--- src/rtl/mem_access_unit.sv ---
// MEM-stage front end for a word-only data cache: byte lane select/extension,
// byte-store read-modify-write, word alignment checks, stall generation and perf counters.
module mem_access_unit #(
    parameter bit SIGN_EXTEND_BYTE = 1'b1
) (
    input  logic        clk,
    input  logic        reset,
    input  logic        req_load,
    input  logic        req_store,
    input  logic        req_byte,
    input  logic [31:0] req_addr,
    input  logic [31:0] req_wdata,
    output logic [31:0] load_data,
    output logic        pipe_stall,
    output logic        align_fault,
    output logic        dc_read_en,
    output logic        dc_write_en,
    output logic [31:0] dc_addr,
    output logic [31:0] dc_wdata,
    input  logic [31:0] dc_rdata,
    input  logic        dc_stall,
    output logic [31:0] perf_ld_count,
    output logic [31:0] perf_st_count,
    output logic [31:0] perf_stall_count
);

    typedef enum logic [0:0] {
        IDLE   = 1'b0,
        RMW_WR = 1'b1
    } state_t;

    state_t      state_q, state_d;
    logic [31:0] merge_q, merge_d;
    logic        ld_done, st_done;
    logic        misaligned;
    logic [7:0]  lane_byte;
    logic [31:0] byte_ext;
    logic [31:0] merged_word;

    // Lane extraction for byte loads and lane insertion for byte stores
    always_comb begin
        lane_byte   = dc_rdata[7:0];
        merged_word = dc_rdata;
        case (req_addr[1:0])
            2'd0: begin lane_byte = dc_rdata[7:0];   merged_word[7:0]   = req_wdata[7:0]; end
            2'd1: begin lane_byte = dc_rdata[15:8];  merged_word[15:8]  = req_wdata[7:0]; end
            2'd2: begin lane_byte = dc_rdata[23:16]; merged_word[23:16] = req_wdata[7:0]; end
            default: begin lane_byte = dc_rdata[31:24]; merged_word[31:24] = req_wdata[7:0]; end
        endcase
        byte_ext = SIGN_EXTEND_BYTE ? {{24{lane_byte[7]}}, lane_byte} : {24'd0, lane_byte};
    end

    assign misaligned = !req_byte && (req_addr[1:0] != 2'b00);

    always_ff @(posedge clk) begin
        if (reset) begin
            state_q <= IDLE;
            merge_q <= 32'd0;
        end else begin
            state_q <= state_d;
            merge_q <= merge_d;
        end
    end

    // Next state and cache/pipeline controls; reset masks every control output
    always_comb begin
        state_d     = state_q;
        merge_d     = merge_q;
        dc_read_en  = 1'b0;
        dc_write_en = 1'b0;
        dc_addr     = {req_addr[31:2], 2'b00};
        dc_wdata    = 32'd0;
        pipe_stall  = 1'b0;
        align_fault = 1'b0;
        load_data   = 32'd0;
        ld_done     = 1'b0;
        st_done     = 1'b0;

        if (!reset) begin
            case (state_q)
                IDLE: begin
                    if ((req_load || req_store) && misaligned) begin
                        align_fault = 1'b1;
                    end else if (req_load) begin
                        dc_read_en = 1'b1;
                        pipe_stall = dc_stall;
                        if (!dc_stall) begin
                            ld_done   = 1'b1;
                            load_data = req_byte ? byte_ext : dc_rdata;
                        end
                    end else if (req_store && !req_byte) begin
                        dc_write_en = 1'b1;
                        dc_wdata    = req_wdata;
                        pipe_stall  = dc_stall;
                        st_done     = !dc_stall;
                    end else if (req_store) begin
                        // Read phase of a byte store always stalls; the write follows in RMW_WR
                        dc_read_en = 1'b1;
                        pipe_stall = 1'b1;
                        if (!dc_stall) begin
                            merge_d = merged_word;
                            state_d = RMW_WR;
                        end
                    end
                end
                RMW_WR: begin
                    dc_write_en = 1'b1;
                    dc_wdata    = merge_q;
                    pipe_stall  = dc_stall;
                    if (!dc_stall) begin
                        st_done = 1'b1;
                        state_d = IDLE;
                    end
                end
                default: state_d = IDLE;
            endcase
        end
    end

    // Free-running performance counters, wrapping modulo 2^32
    always_ff @(posedge clk) begin
        if (reset) begin
            perf_ld_count    <= 32'd0;
            perf_st_count    <= 32'd0;
            perf_stall_count <= 32'd0;
        end else begin
            if (ld_done)    perf_ld_count    <= perf_ld_count + 32'd1;
            if (st_done)    perf_st_count    <= perf_st_count + 32'd1;
            if (pipe_stall) perf_stall_count <= perf_stall_count + 32'd1;
        end
    end

endmodule

--- config.mk ---
export PLATFORM = sky130hd
export DESIGN_NAME = mem_access_unit
export DESIGN_NICKNAME = d
export VERILOG_FILES = /design/src/rtl/mem_access_unit.sv
export SDC_FILE = /design/constraint.sdc
export NUM_CORES = 1
export LEC_CHECK = 0
export BUFFER_PORTS_ARGS = -buffer_cell sky130_fd_sc_hd__buf_4
export CAP_MARGIN = 20
export CORE_UTILIZATION = 53
export DETAILED_ROUTE_END_ITERATION = 6
export GPL_TIMING_DRIVEN = 1
export HOLD_SLACK_MARGIN = 0.03
export PLACE_DENSITY_LB_ADDON = 0.2
export SYNTH_ARGS = -nofsm -noshare
export SYNTH_HDL_FRONTEND = slang
export SYNTH_SLANG_ARGS = --single-unit
export TNS_END_PERCENT = 10
--- constraint.sdc ---
create_clock -name clk -period 4.55 [get_ports clk]
set_clock_uncertainty 0.2 [all_clocks]
set_input_delay 0.91 -clock clk [delete_from_list [all_inputs] [get_ports clk]]
set_output_delay 0.91 -clock clk [all_outputs]
set_load 0.01 [all_outputs]
## Word level (Yosys, flattened, before mapping)

Index checks and enable logic that the tools add are counted.

| operators by class | value |
|---|---|
| eq/ne operators | 2 |
| multipliers | 0 |
| shifts and indexed selects | 0 |
| mux-type cells | 51 |
| reduce and logical (&&, ||, !) cells | 10 |
| bitwise gates (word level) | 5 |
| magnitude comparators | 0 |
| divide/modulo/power cells | 0 |
| add/subtract/negate cells | 3 |

Operators with widths:

| kind | count |
|---|---|
| $mux 32 | 10 |
| $add 32x1->32 const B | 3 |
| $pmux 32 s2 | 1 |
| $mux 8 | 4 |
| $mux 1 | 31 |
| $pmux 8 s3 | 1 |
| $pmux 1 s2 | 4 |
| $reduce_and 6->1 | 1 |
| $not 1->1 | 5 |
| $logic_and 1x1->1 | 3 |
| $reduce_or 3->1 | 1 |
| $eq 2x1->1 const B | 1 |
| $eq 2x2->1 const B | 1 |
| $logic_not 1->1 | 2 |
| $logic_not 2->1 | 1 |
| $reduce_bool 2->1 | 1 |
| $logic_or 1x1->1 | 1 |

| storage, ports and cells | value |
|---|---|
| input port bits | 102 |
| register bits | 129 |
| memory bits (writable) | 0 |
| output and inout bits | 196 |
| bits in latches | 0 |
| bits in read-only memories | 0 |
| memories | 0 |
| logic and storage cells | 76 |

## Longest topological paths before layout

Gate-level depths: netlist (run 1).

| logic depth | value |
|---|---|
| depth after elaboration | 8 |
| depth in mapped cells | 8 |
| mapped depth without buffers | 6 |

## Worst setup path after synthesis (run 1)

Ideal clock, no wire load.

| timing | value |
|---|---|
| path kind | input to output |
| from | input port dc_stall |
| to | output port load_data[11] |
| data arrival time | 2.477 ns |
| path slack | 0.963 ns |
| stages on the path | 6 |
| cell sequence | clkbuf_1 or4b_1 clkbuf_1 nor2_1 clkbuf_1 o21a_1 |

| on the way | value |
|---|---|
| longest elaborated chain between the ends | 5 |

Ends and longest elaborated chain:

| item | RTL line | text |
|---|---|---|
| start, declared | 21 | `input logic dc_stall,` |
| $mux 32 | 87 | `if (!dc_stall) begin` |
| $mux 32 | 84 | `end else if (req_load) begin` |
| $mux 32 | 82 | `if ((req_load \|\| req_store) && misaligned) begin` |
| $mux 32 | 80 | `case (state_q)` |
| $mux 32 | 79 | `if (!reset) begin` |
| end, declared | 13 | `output logic [31:0] load_data,` |

No other way between the ends.

## Worst setup path after layout (run 1)

| timing | value |
|---|---|
| from | input port req_byte |
| to | output port dc_wdata[21] |

| on the way | value |
|---|---|
| longest elaborated chain between the ends | 7 |
| elaborated cells on any way between the ends | 9 |

Ends and longest elaborated chain:

| item | RTL line | text |
|---|---|---|
| start, declared | 10 | `input logic req_byte,` |
| $logic_not 1->1 (*) | 53, 91 |  |
| $logic_and 1x1->1 | 91 | `end else if (req_store && !req_byte) begin` |
| $mux 32 | 91 |  |
| $mux 32 | 84 |  |
| $mux 32 (*) | 82 |  |
| $pmux 32 s2 (*) | 80 |  |
| $mux 32 (*) | 79 |  |
| end, declared | 19 | `output logic [31:0] dc_wdata,` |

Mark *: on every way between the ends. The rest lies on a longest branch, timed or not.

==> results of run 1 <==
## report_power, final
part	switching (mW)	internal, mW	total (mW)
sequential	0.0111	1.14	1.15
combinational	0.146	0.114	0.260
clock	0.523	0.930	1.45
## layout by cell type, fill, tap and decap left out, types with 17 or more instances in the layout
master,n
a311oi_1,24
dfxtp_1,128
or3_1,26
nor3_1,20
mux2i_1,43
clkbuf_16,17
o21a_1,25
o21ai_0,39
nor2_1,146
xnor2_1,34
nand3_1,44
nand2_1,76
nand4_1,30
buf_4,244
xor2_1,24
a21oi_1,42
## registers in the layout, indices dropped and copies added (netlist names)
signal            flops
merge_q              32
perf_ld_count        32
perf_st_count        32
perf_stall_count     32
state_q               1
## area by class of cell
class	count	area, µm²
multi-input combinational	685	4190
timing repair buffer	245	1850
sequential	129	2580
clock buffer	18	439
fill	1085	3840
inverter	7	26.3
clock inverter	14	188
tap	176	220
## critical path, cell delays in order
cell     delay, ns
buf_4         0.24
nor3_1        0.29
a21oi_1       0.11
buf_4         0.18
or2_2         0.54
nor2_1        0.21
buf_4         0.14
## kinds of logic (layout without fill, tap and decap cells)
group,after synthesis,in the layout,synth area share (%)
AND/OR/NAND/NOR,412,412,27.9
AO/OA/AOI/OAI,158,158,14.1
flip-flops,129,129,35.4
buffers and inverters,102,284,7.20
XOR/XNOR,58,58,6.96
multiplexers,52,52,7.90
adder cells (fa/ha/maj),3,3,0.514
other,1,2,0.0514
## stage by stage
step | total power, mW | worst slack [ns] | hold WS [ns]
after global routing | 2.94 | 0.631 | 0.326
after global placement | 1.43 | 0.888 | 0.272
after detailed placement | 1.43 | 0.802 | 0.285
after floorplan | 1.34 | 0.963 | 0.276
after CTS | 2.87 | 0.790 | 0.298
final | 2.87 | 0.808 | 0.290
## worst paths after layout
check / to / slack, ns / cells after the start
hold reg to reg: perf_ld_count[31]$_SDFFE_PP0P_ / 0.29 / 2
setup / recovery: dc_wdata[21] / 0.81 / 7
setup reg to reg: perf_ld_count[29]$_SDFFE_PP0P_ / 1.86 / 5
hold / removal: perf_ld_count[31]$_SDFFE_PP0P_ / 0.29 / 2
## layer usage
| layer | track usage [%] | vias to the layer above |
|---|---|---|
| met5 | 0 | - |
| met4 | 9.45 | 0 |
| met3 | 5.99 | 37 |
| met2 | 47.7 | 329 |
| met1 | 39.8 | 3497 |
| li1 | - | 3576 |
==> run_results.csv, run 1 <==
group,metric,value,unit
status,outcome,"completed",
clock_network,cts_setup_buffers,0,
grt,grtUsageTotal,29.7,%
route,dr_wl_met2,10200,µm
run,cap_violations,0,
route,post_drt_wl_per_cell,17.0,µm
timing,relSlewSlack,31.0,%
setup_path,reg2reg_from,"state_q$_SDFF_PP0_",
timing,fin_crit_sh,82.2,%
route,top_layer,"met4",
setup_path,critical_path_required,3.44,ns
grt,grt_start_max_net_pins,99,
grt,grt_overflow,0,
synthesis,ys_seq_area_share,35.4,%
clock_network,cts_resized,0,
placement,port_buffers,235,
setup_path,worstSetupPathType,"input port to output port",
route,vias_per_cell,5.84,
grt,grt_pass1_wl,33900,µm
timing,finalCriticalPeriod,3.74,ns
route,vias,7439,
layout,synthToLayoutAreaGrowth,30.2,%
route,drcViolationCount,0,
setup_path,start_kind,"input port",
clock_network,htreeDepth,4,
layout,finalInstanceArea,9500,µm²
route,wl_met1,9290,µm
floorplan,rows,42,
synthesis,ys_top_cells_by_area,"dfxtp_1, nor2_1, mux2i_1",
layout,final_core_util,71.2,%
synthesis,synth_enable_flop_cells,0,
route,drt-total-wl,21600,µm
hold_path,hold_class,"register to register",
synthesis,synth_most_common_cell,"nor2_1",
placement,placed_area,8860,µm²
synthesis,async_reset_ff_share,0,%
clock_network,cts.clk_slew.worst_paths,0.06,ns
layout,final_cell_count_no_fill,1274,
synthesis,ys_types,52,
route,ant_nets,0,
floorplan,io_pins,298,
timing,rsz0062_at_grt,"no",
synthesis,syn_area,7300,µm²
synthesis,netlist.area_leader.share,35.4,%
synthesis,synth_seq_cells,129,
synthesis,synth_cells,915,
floorplan,design.die.area,14200,µm²
clock_network,cts_hold_buf,0,
setup_path,crit_fanout,42,
hold_path,min_from,"perf_ld_count[31]$_SDFFE_PP0P_",
layout,drive_above_1_share,27.2,%
synthesis,synth_warnings,0,
clock_network,tritoncts,"yes",
synthesis,postSynthAreaPerCell,7.97,µm²
timing,worstMarginPinSlew,1.03,ns
timing,fmaxAchievable,267,MHz
synthesis,ys.flop_type,"dfxtp_1",
power_and_ir_drop,p_leak,3.67,nW
grt,antenna_found_initial,0,
grt,grt_pass1_vias,6646,
synthesis,synthTopCellsByCount,"nor2_1, dfxtp_1, nand2_1, clkbuf_1, nand3_1",
power_and_ir_drop,irDropWorstVdd,0.261,mV
clock_network,clockBufferDepth,2,
placement,dp.cells,1241,
timing,setup_viol,0,
route,wl_met3,1780,µm
synthesis,yosysTopAreaCell,"dfxtp_1",
route,drt-initial-drc-count,639,
timing,hold_viol,0,
route,drt_pass1_iterations,5,
timing,drv_slew,0,
placement,dp_hpwl,15100,µm
floorplan,fp.dieH,119,µm
layout,antenna_cells,0,
power_and_ir_drop,p_per_area,302,nW/µm²
floorplan,die_w,119,µm
floorplan,start_util,54.7,%
setup_path,worstPathArrival,2.63,ns
floorplan,coreArea,13300,µm²
placement,gp_congestion,0.896,
clock_network,clock-sinks,129,
setup_path,crit_path_end_kind,"output port",
clock_network,clock-root-buffer,"clkbuf_16",
clock_network,clk_latency,0.41,ns
timing,final.setup.tns,0,ns
layout,finalNetCount,1190,
clock_network,cts_buffers,17,
setup_path,crit_path_start,"req_byte",
Note: power is estimated with default switching activity, not from simulation.
==> run 2, diff against run 1 <==
ABC_AREA = 1   (was unset)
CORE_UTILIZATION = 46   (was 53)
clock period = 3.2 ns   (was 4.55 ns; I/O delays follow)
==> run 2 against run 1 <==
  * Flip-flop and latch count did not move
  * Sequential share of layout area is 3.3 points lower
  * Cell count is 45% higher
  * Largest cell class unchanged
  * Largest power group unchanged
==> run_results.csv, run 2 <==
group,metric,value,unit
timing,relSlewSlack,38.4,%
hold_path,min_from,"merge_q[0]$_SDFFE_PP0P_",
layout,layout.cells.most_common,"nand2_1",
placement,dpl_worst_slack,0.250,ns
timing,rsz0062_at_grt,"no",
placement,placed_area,10200,µm²
synthesis,synth_enable_flop_cells,0,
setup_path,reg2reg_from,"state_q$_SDFF_PP0_",
synthesis,synth_warnings,0,
route,ant_nets,0,
clock_network,tritoncts,"yes",
synthesis,synth_cells,1414,
synthesis,netlist.area_leader.share,30.3,%
route,vias_per_cell,5.22,
timing,worstMarginPinSlew,0.924,ns
layout,drive_above_1_share,19.3,%
timing,fin_crit_sh,95.0,%
hold_path,hold_class,"register to register",
status,outcome,"completed",
setup_path,slowest_stage,"a2111oi_0",
clock_network,clock-root-buffer,"clkbuf_16",
timing,finalCriticalPeriod,3.04,ns
power_and_ir_drop,seqPwrFrac,40.3,%
layout,finalInstanceArea,10800,µm²
setup_path,crit_buf_inv,3,
run,cap_violations,0,
grt,grt_pass1_vias,8670,
grt,grt_overflow,0,
power_and_ir_drop,p_per_area,375,nW/µm²
route,drcViolationCount,0,
synthesis,synth_seq_cells,129,
floorplan,io_pins,298,
setup_path,worstSetupPathType,"input port to output port",
grt,antenna_found_initial,0,
timing,drv_slew,0,
power_and_ir_drop,p_int,3.02,mW
synthesis,yosysTopAreaCell,"dfxtp_1",
setup_path,crit_path_start,"req_addr[1]",
setup_path,crit_family,"buffers and inverters",
layout,finalNetCount,1704,
power_and_ir_drop,sw_frac_of_total,25.6,%
timing,hold_viol,0,
grt,grtUsageTotal,27.6,%
grt,grt_start_max_net_pins,95,
floorplan,coreArea,18000,µm²
route,drt_pass1_iterations,5,
setup_path,crit_fanout,25,
timing,setup_viol,0,
setup_path,crit_path_end_kind,"output port",
synthesis,synth_most_common_cell,"nand2_1",
floorplan,design.die.area,19100,µm²
power_and_ir_drop,power.share.combinational,10.0,%
setup_path,path_cells,"buf_4, nor2_4, nand3_1, nand2_2, inv_1, a2111oi_0, buf_4",
floorplan,rows,49,
timing,layout_setup_ws,0.160,ns
setup_path,cp_slowest_stage_delay,0.51,ns
power_and_ir_drop,p_leak,4.60,nW
power_and_ir_drop,irDropWorstVdd,0.346,mV
route,post_drt_wl_per_cell,14.7,µm
synthesis,ys_seq_area_share,30.3,%
setup_path,critical_path_required,2.36,ns
timing,fmaxAchievable,329,MHz
placement,gp_congestion,0.945,
clock_network,cts_hold_buf,0,
clock_network,clock-sinks,129,
clock_network,cts_buffers,17,
clock_network,clockBufferDepth,2,
grt,grt_pass1_wl,43400,µm
setup_path,worstPathArrival,2.20,ns
synthesis,ys_types,42,
setup_path,cp_common_cell,"buf_4",
placement,dp_hpwl,20100,µm
timing,final.setup.tns,0,ns
clock_network,cts.clk_slew.worst_paths,0.05,ns
synthesis,synthTopCellsByCount,"nand2_1, nor2_1, inv_1, dfxtp_1, a21oi_1",
synthesis,syn_area,8510,µm²
placement,port_buffers,235,
floorplan,fp.dieH,138,µm
route,drt-total-wl,27100,µm
clock_network,htreeDepth,4,
layout,fillers,1795,
layout,mostFrequentLayoutCells,"nand2_1, nor2_1, buf_4",
route,drt-initial-drc-count,740,
layout,synthToLayoutAreaGrowth,27.0,%
synthesis,ys.flop_type,"dfxtp_1",
setup_path,reg2reg_slack,0.85,ns
route,vias,9618,
floorplan,die_w,138,µm
synthesis,async_reset_ff_share,0,%
power_and_ir_drop,p_sw,1.04,mW
power_and_ir_drop,p_clk_share,49.8,%
setup_path,start_kind,"input port",
synthesis,postSynthAreaPerCell,6.02,µm²
synthesis,ys_top_cells_by_area,"dfxtp_1, nand2_1, nor2_1",
layout,antenna_cells,0,
floorplan,start_util,47.2,%
clock_network,clk_latency,0.43,ns
==> run 2: cell types whose count changed in the layout (fill, tap and decap cells not counted), sizes merged, moves of 24 or more <==
cell     change
a2111oi     +24
a21oi       +57
a311oi      -24
inv        +138
mux2i       -43
nand2      +333
nor2       +137
or3         -30
xnor2       -30
==> run 2: timing repair <==
action	in CTS	in global routing
hold endpoints to repair	0	0
gates resized for setup	0	1
setup buffers	0	0
endpoints found under the setup margin	0	1
==> run 2: kinds of logic after synthesis <==
| family | after synthesis | synth area share (%) |
|---|---|---|
| other cells | 1 | 0.0440 |
| simple gates | 797 | 38.2 |
| compound gates | 231 | 16.2 |
| xor+xnor | 22 | 2.26 |
| buf+inv | 231 | 12.5 |
| flops | 129 | 30.3 |
| fa+ha+maj | 3 | 0.441 |
==> run 2: final cells by class <==
type / count / area [µm²] / area share (%)
Clock buffer: 18 / 429 / 3.97
Timing Repair Buffer: 254 / 1920 / 17.8
Multi-Input combinational cell: 1055 / 4880 / 45.1
Sequential cell: 129 / 2580 / 23.9
Tap cell: 229 / 287 / 2.65
Inverter: 142 / 538 / 4.98
Clock inverter: 14 / 176 / 1.63
==> run 2: power by group through the flow <==
stage | clock, mW | combinational [mW] | sequential [mW]
finish | 2.02 | 0.404 | 1.63
global route | 2.11 | 0.444 | 1.63
CTS | 2.04 | 0.402 | 1.63
detailed placement | 0 | 0.400 | 1.67
global placement | 0 | 0.399 | 1.67
floorplan | 0 | 0.256 | 1.67
==> run 2: layer usage <==
layer	track usage, %	vias to the layer above	routed length, µm
met1	35.7	4357	11800
met5	0	-	0
met4	10.0	0	561
li1	-	4867	-
met2	45.8	348	12900
met3	5.09	46	1780
==> run 2: final timing paths <==
check                                           endpoint  depth (start not counted)
worst max-delay path                        dc_wdata[12]                          7
worst max register to register  merge_q[24]$_SDFFE_PP0P_                          6
worst min register to register   merge_q[0]$_SDFFE_PP0P_                          2
worst min-delay path             merge_q[0]$_SDFFE_PP0P_                          2
==> run 2: per-stage QoR <==
stage / utilization [%] / instances / hold slack [ns] / power, mW
6_report: 60.0 / 1841 / 0.250 / 4.06
3_3_place_gp: 56.6 / 1809 / 0.234 / 2.07
2_1_floorplan: - / 1415 / 0.220 / 1.92
4_1_cts: 60.0 / 1841 / 0.245 / 4.08
3_5_place_dp: 56.6 / 1809 / 0.237 / 2.07
5_1_grt: 60.0 / 1841 / 0.266 / 4.19
==> run 2: worst min-delay path, stage by stage (launching register included) <==
cell and delay (ns):
dfxtp_1 0.31, inv_1 0.05, a21oi_1 0.05
